## src/rtl/pca9685_channel_writer.sv

```systemverilog
// PCA9685 channel writer: turns one PWM channel update into four LEDn register writes
// through the i2c_controller execute/busy handshake. Optional macro PCA9685_INIT_EN adds a MODE1 write after reset.
module pca9685_channel_writer #(
   parameter logic [6:0]  DEV_ADDR    = 7'h40,
   parameter int unsigned ACK_TIMEOUT = 64
) (
   input  logic        clk_i,
   input  logic        rst_ni,
   input  logic [3:0]  channel_i,
   input  logic [11:0] on_i,
   input  logic [11:0] off_i,
   input  logic        full_on_i,
   input  logic        full_off_i,
   input  logic        start_i,
   output logic        busy_o,
   output logic        done_o,
   output logic        error_o,
   output logic [6:0]  address_o,
   output logic        rw_o,
   output logic [7:0]  register_o,
   output logic [7:0]  data_o,
   output logic        execute_o,
   input  logic        ctrl_busy_i
);

   localparam int unsigned TW = $clog2(ACK_TIMEOUT + 1);

   typedef enum logic [2:0] {
      S_IDLE, S_INIT, S_LOAD, S_ISSUE, S_WAIT, S_DONE, S_ABORT
   } state_e;

`ifdef PCA9685_INIT_EN
   localparam state_e RESET_STATE = S_INIT;
`else
   localparam state_e RESET_STATE = S_IDLE;
`endif

   state_e          state_q, state_d;
   logic [1:0]      idx_q, idx_d;
   logic [TW-1:0]   timer_q, timer_d;
   logic [3:0]      ch_q, ch_d;
   logic [11:0]     on_q, on_d, off_q, off_d;
   logic            fon_q, fon_d, foff_q, foff_d;
   logic            init_q, init_d;
   logic            busy_q, busy_d, done_q, done_d, error_q, error_d, execute_q, execute_d;
   logic [7:0]      register_q, register_d, data_q, data_d;
   logic [7:0]      base;

   assign base = 8'h06 + {2'b00, ch_q, 2'b00};

   always_comb begin
      // NOTE: every variable gets a default before the case so no path leaves it unassigned (no latches).
      state_d    = state_q;
      idx_d      = idx_q;
      timer_d    = timer_q;
      ch_d       = ch_q;
      on_d       = on_q;
      off_d      = off_q;
      fon_d      = fon_q;
      foff_d     = foff_q;
      init_d     = init_q;
      busy_d     = busy_q;
      done_d     = 1'b0;
      error_d    = 1'b0;
      execute_d  = execute_q;
      register_d = register_q;
      data_d     = data_q;

      unique case (state_q)
         S_IDLE: begin
            if (start_i) begin
               ch_d    = channel_i;
               on_d    = on_i;
               off_d   = off_i;
               fon_d   = full_on_i;
               foff_d  = full_off_i;
               idx_d   = 2'd0;
               busy_d  = 1'b1;
               state_d = S_LOAD;
            end
         end
         S_INIT: begin
            init_d  = 1'b1;
            busy_d  = 1'b1;
            idx_d   = 2'd0;
            state_d = S_LOAD;
         end
         S_LOAD: begin
            if (init_q) begin
               register_d = 8'h00;
               data_d     = 8'h20;
            end else begin
               register_d = base + {6'b0, idx_q};
               unique case (idx_q)
                  2'd0: data_d = on_q[7:0];
                  2'd1: data_d = {3'b000, fon_q, on_q[11:8]};
                  2'd2: data_d = off_q[7:0];
                  2'd3: data_d = {3'b000, foff_q, off_q[11:8]};
               endcase
            end
            execute_d = 1'b1;
            timer_d   = '0;
            state_d   = S_ISSUE;
         end
         S_ISSUE: begin
            // A controller already busy on entry is taken as the acknowledge.
            if (ctrl_busy_i) begin
               execute_d = 1'b0;
               state_d   = S_WAIT;
            end else if (timer_q == TW'(ACK_TIMEOUT - 1)) begin
               execute_d = 1'b0;
               state_d   = S_ABORT;
            end else begin
               timer_d = timer_q + TW'(1);
            end
         end
         S_WAIT: begin
            if (!ctrl_busy_i) begin
               if (init_q || idx_q == 2'd3) begin
                  state_d = S_DONE;
               end else begin
                  idx_d   = idx_q + 2'd1;
                  state_d = S_LOAD;
               end
            end
         end
         S_DONE: begin
            done_d  = 1'b1;
            busy_d  = 1'b0;
            init_d  = 1'b0;
            idx_d   = 2'd0;
            state_d = S_IDLE;
         end
         S_ABORT: begin
            done_d    = 1'b1;
            error_d   = 1'b1;
            busy_d    = 1'b0;
            execute_d = 1'b0;
            init_d    = 1'b0;
            idx_d     = 2'd0;
            state_d   = S_IDLE;
         end
         default: state_d = S_IDLE;
      endcase
   end

   // NOTE: state is updated with non-blocking assignments so every flop samples pre-edge values.
   always_ff @(posedge clk_i or negedge rst_ni) begin
      if (!rst_ni) begin
         state_q    <= RESET_STATE;
         idx_q      <= '0;
         timer_q    <= '0;
         ch_q       <= '0;
         on_q       <= '0;
         off_q      <= '0;
         fon_q      <= 1'b0;
         foff_q     <= 1'b0;
         init_q     <= 1'b0;
         busy_q     <= 1'b0;
         done_q     <= 1'b0;
         error_q    <= 1'b0;
         execute_q  <= 1'b0;
         register_q <= '0;
         data_q     <= '0;
      end else begin
         state_q    <= state_d;
         idx_q      <= idx_d;
         timer_q    <= timer_d;
         ch_q       <= ch_d;
         on_q       <= on_d;
         off_q      <= off_d;
         fon_q      <= fon_d;
         foff_q     <= foff_d;
         init_q     <= init_d;
         busy_q     <= busy_d;
         done_q     <= done_d;
         error_q    <= error_d;
         execute_q  <= execute_d;
         register_q <= register_d;
         data_q     <= data_d;
      end
   end

   assign busy_o     = busy_q;
   assign done_o     = done_q;
   assign error_o    = error_q;
   assign execute_o  = execute_q;
   assign register_o = register_q;
   assign data_o     = data_q;
   assign address_o  = DEV_ADDR;
   assign rw_o       = 1'b0;

endmodule
```

## config.mk

```make
export PLATFORM = sky130hd
export DESIGN_NAME = pca9685_channel_writer
export DESIGN_NICKNAME = d
export VERILOG_FILES = /design/src/rtl/pca9685_channel_writer.sv
export SDC_FILE = /design/constraint.sdc
export NUM_CORES = 1
export LEC_CHECK = 0
export ABC_AREA = 1
export CORE_MARGIN = 8
export CORE_UTILIZATION = 23
export CTS_CLUSTER_SIZE = 12
export DETAILED_ROUTE_END_ITERATION = 8
export SLEW_MARGIN = 0
export SYNTH_ARGS = -nofsm -noshare
export SYNTH_HDL_FRONTEND = slang
export SYNTH_SLANG_ARGS = --single-unit
```

## constraint.sdc

```tcl
create_clock -name clk_i -period 1.4 [get_ports clk_i]
set_clock_uncertainty 0.1 [all_clocks]
set_input_delay 0.28 -clock clk_i [delete_from_list [all_inputs] [get_ports clk_i]]
set_output_delay 0.28 -clock clk_i [all_outputs]
set_load 0.01 [all_outputs]
```

# Word-level counts from Yosys, hierarchy flattened
# Cells that the tools add are included.
# totals
ff_bits	63
in_bits	34
out_inout_bits	28
word_cells	75
# op_classes
add_sub_neg	4
eq_ne	16
mux	24
reduce_logical	16
# ops
cell	count
$pmux 8 s4	1
$mux 8	2
$mux 3	5
$pmux 3 s5	1
$mux 7	2
$pmux 7 s2	1
$ne 2x2->1 const B	5
$eq 3x3->1 const B	3
$reduce_bool 3->1	3
$add 7x2->8	1
$add 3x6->7 const A	1
$add 7x1->7 const B	1
$eq 7x6->1 const B	1
$eq 3x2->1 const B	2
$mux 2	3
$pmux 1 s3	2
$pmux 2 s3	1
$reduce_and 2->1	3
$reduce_and 3->1	2
$mux 1	5
$eq 2x2->1 const B	2
$reduce_and 4->1	1
$reduce_bool 2->1	2
$eq 3x1->1 const B	1
9 further kinds	9

# Logic depth before layout (Yosys ltp)
# logic_depth
word_depth	5
ltp_mapped	9
ltp_nobuf	9

# Worst setup path before layout
# Ideal clock, no wire load.
# synth_path
path_type	reg2reg
start	register idx_q[1]
end	register data_q[7], in the netlist data_o[7]
setup_time_ns	0.077
arrival_ns	1.231
required_ns	1.223
slack_ns	-0.008
path_stages_with_launch	6
path_buffers	1
synth_period_minus_slack_ns	1.408
path_cell_list	dfrtp_1 > inv_1 > ha_1 > clkbuf_1 > a22oi_1 > o21ai_1
# synth_between
elab_chain_len	3
elab_cells_between_ends	6
cone_classes	3 x eq/ne; 2 x mux; 1 x reduce/logical
# synth_lines
element	line_no	source
from (decl)	39	logic [1:0] idx_q, idx_d;
from (signal assigned)	167	idx_q <= idx_d;
$eq 2x2->1, or another cell as far along	94	unique case (idx_q)
$pmux 8 s4 (*)	94	
$mux 8 (*)	89	if (init_q) begin
to (signal assigned)	180	data_q <= data_d;
to (decl)	46	logic [7:0] register_q, register_d, data_q, data_d;
# Every way passes the cells marked *; elsewhere a longest branch is shown, timed or not.
# A chain may end at the register's enable or synchronous reset.

# Final worst setup path
# layout_path
start	register state_q[1]
end	register off_q[7]
# layout_between
elab_chain_len	2
# layout_lines
element	line_no	source
from (decl)	38	state_e state_q, state_d;
from (signal assigned)	166	state_q <= state_d;
$logic_not 3->1	69	unique case (state_q)
$reduce_and 2->1 (no line)	-	
to (signal assigned)	155	off_q <= '0;
to (signal assigned)	171	off_q <= off_d;
to (decl)	42	logic [11:0] on_q, on_d, off_q, off_d;
# Every way passes these cells.

==> metrics.md <==
| Metric | Value |
|---|---|
| Setup Viol. Count Final | `16` |
| Worst reg-to-reg setup slack | `-0.02 ns` |
| Number of synthesized register bits | `62` |
| CP Max Fanout | `30` |
| Met2 usage | `0.1492` |
| Top Family by Delay on Critical Path | `flip-flops` |
| Fin. Hold Viols | `0` |
| Critical Path Max Stage Delay | `0.47 ns` |
| Vias in the first global route | `~2600` |
| Worst skew pair latency | `around 0.33 ns` |
| Syn Area/Cell | `around 8.1 sq um` |
| Syn Inst Count | `approximately 360` |
| Crit Path Category | `reg -> reg` |
| Reg2reg end | `off_q[7]` |
| Crit. End Element | `flop` |
| Initial DRC Count | `between 80 and 90` |
| Die W | `129.2 um` |
| Aggregate global routing overflow | `0` |
| Antenna cells | `0` |
| Critical Path RT | `1.55 ns` |
| Area Overhead vs Synth | `52.69%` |
| DRC Markers | `0` |
| Max cap viols | `0` |
| Arr. time, crit path | `approximately 1.6 ns` |
| Final WS setup | `-0.01709 ns` |
| Pre-CTS WS | `-0.1043 ns` |
| CTS Buffer Depth | `2` |
| Fin nets | `491` |
| Static leakage | `roughly 2.1 nW` |
| CTS buffer count | `9` |
| Crit-path slowest cell | `dfrtp_2` |
| Antenna-violating nets left | `0` |
| Netlist cell types | `27` |
| Share of layout cells above drive strength 1 | `0.2456` |
| Routed len/inst | `between 10 and 15 um` |
| I/O pins | `just over 60` |
| CTS clk-pin slew, worst paths | `0.06 ns` |
| Commonest non-fill, non-tap cell in the layout | `nand2_1` |
| Seq/Total Area, Yosys | `0.5261` |
| Fin crit share | `1.012` |
| IO Port Bufs | `52` |
| Met1 usage | `0.1139` |
| RSZ-0062 raised after global routing | `true` |
| Overall die area | `16700 sq um` |
| Clock sinks | `slightly above 60` |
| Number of synthesis warnings | `0` |
| HPWL Detailed | `~5.4 mm` |
| Placed instance count | `approximately 600` |
| DRT Wirelength | `about 8.1 mm` |
| Tmin final | `1.417 ns` |
| Initial antenna violation count | `0` |
| Hold depth | `3` |
| Pin count of the biggest net entering global routing | `between 60 and 70` |
| Fin cells | `approximately 630` |
| H-tree depth | `3` |
| Fin util | `0.3583` |
| Max-slew violation count | `0` |
| # rows | `41` |
| Crit path cell chain | `nor2_4, nand3_4, clkbuf_16, o21ai_1` |
| Placement Cell Area | `slightly below 4000 sq um` |
| Highest-count cells in the layout ignoring fill and taps | `nand2_1 (92), dfrtp_1 (58), inv_1 (43)` |
| GRT Total Usage | `0.09399` |
| PnR Total Power | `approximately 9 mW` |
| Final instance area | `4503 sq um` |
| Hold Path Class | `in -> reg` |
| Failing checks | `setup timing` |
| Met3 global-route usage | `0.03122` |
| Starting Density | `0.2346` |
| DR vias | `between 2000 and 3000` |
| CP Buf/Inv Count | `1` |
| Global-route wire length before repair | `~12 mm` |
| Worst R2R Path Depth | `4` |
| Via-to-Cell Ratio | `about 4.2` |
| CP startpoint kind | `flop` |
| Hold slack final | `0.3837 ns` |
| Core Area | `12570 sq um` |
| Worst r2r src | `state_q[1]` |
| Hold_sp | `off_i[2]` |
| CTS tree | `yes` |
| Clk root buf | `clkbuf_16` |
| Outcome | `complete, but fails checks` |
| Die H | `~130 um` |
| Busiest grt layer | `met2` |
| DRT Pass-1 Iters | `4` |
| Pwr dens | `approximately 2000 nW/um^2` |
| Hold Path End | `off_q[2]` |
| Setup TNS | `-0.1312 ns` |
| Max Fclk | `between 700 and 800 MHz` |
| Peak supply drop | `0.7920 mV` |
| GPL Wtd Cong | `slightly above 0.8` |
| Mapped Area | `2949 sq um` |
sequential cells by signal (all words and copies together) (netlist names):
name	cells
done_o	1
on_q	12
state_q	3
fon_q	1
init_q	1
execute_o	1
data_o	8
foff_q	1
timer_q	7
off_q	12
idx_q	2
busy_o	1
register_o	7
error_o	1
ch_q	4
report_power, final:
part	internal (mW)	switching [mW]	leakage (nW)
registers	2.49	0.473	0.774
logic	1.69	1.89	1.22
clock network	1.40	0.856	0.144
layout make-up:
type / instances / area (sq um)
Clock buffer: 9 / 225.2
Sequential cell: 62 / 1556
Clock inverter: 7 / 82.58
Timing Repair Buffer: 90 / 904.6
Tap cell: 172 / 215.2
Inverter: 52 / 200.2
Multi-Input combinational cell: 236 / 1319
Fill cell: 1292 / 8065
worst max path at each step:
stage,startpoint,endpoint,slack [ns],depth (start not counted)
final,state_q[1],off_q[7],-0.02,4
after global routing,state_q[1],idx_q[0],-0.08,7
after CTS,state_q[0],register_o[6],-0.05,6
after detailed placement,start_i,ch_q[2],-0.10,5
after global placement,idx_q[1],data_o[2],-0.10,7
after floorplan,idx_q[0],data_o[2],0.03,7
worst min-delay path, stage by stage:
cell and delay [ns]:
clkdlybuf4s50_1 0.39, inv_1 0.05, o21ai_1 0.06
cells in the mapped netlist:
cell / count / share of area
or2_2: 1 / 0.0021
a21boi_0: 1 / 0.0025
clkbuf_1: 1 / 0.0013
ha_1: 6 / 0.025
a21oi_1: 16 / 0.027
xor2_1: 1 / 0.0030
o21ai_0: 5 / 0.0085
buf_4: 9 / 0.023
nor2_4: 1 / 0.0038
inv_2: 5 / 0.0064
a22oi_1: 2 / 0.0051
nand2_1: 103 / 0.13
a31oi_1: 1 / 0.0021
nand3b_1: 1 / 0.0025
nor3b_1: 1 / 0.0025
a2bb2oi_2: 1 / 0.0051
inv_1: 47 / 0.060
nand4_1: 2 / 0.0042
nand3_2: 2 / 0.0068
nor2_2: 1 / 0.0021
dfrtp_1: 62 / 0.53
nor2_1: 21 / 0.027
buf_2: 9 / 0.015
conb_1: 2 / 0.0025
o21ai_1: 34 / 0.058
nand3_1: 26 / 0.044
a2bb2oi_1: 1 / 0.0030
metal layers:
layer	routed length (um)	vias to the layer above
met5	0	-
met4	141	0
met3	482	16
met2	3942	72
met1	3543	1234
li1	-	1306
kinds of logic (layout without fill, tap and decap cells):
| kind of cell | after synthesis | after routing | share of synthesized area |
|---|---|---|---|
| AND/OR/NAND/NOR | 159 | 159 | 0.2261 |
| AO/OA/AOI/OAI | 61 | 61 | 0.1112 |
| XOR/XNOR | 1 | 1 | 0.002970 |
| flip-flops | 62 | 62 | 0.5261 |
| other | 2 | 9 | 0.002547 |
| adder cells (fa/ha/maj) | 6 | 6 | 0.02546 |
| buffers and inverters | 71 | 158 | 0.1056 |
timing repair:
item,in CTS,in global routing
buffers inserted,1,6
hold buffers,1,0
pin swaps,1,18
gates cloned,0,2
endpoints found under the setup margin,51,68
gates resized for setup,37,66
endpoints found under the hold margin,62,0
(Power assumes the default switching activity.)
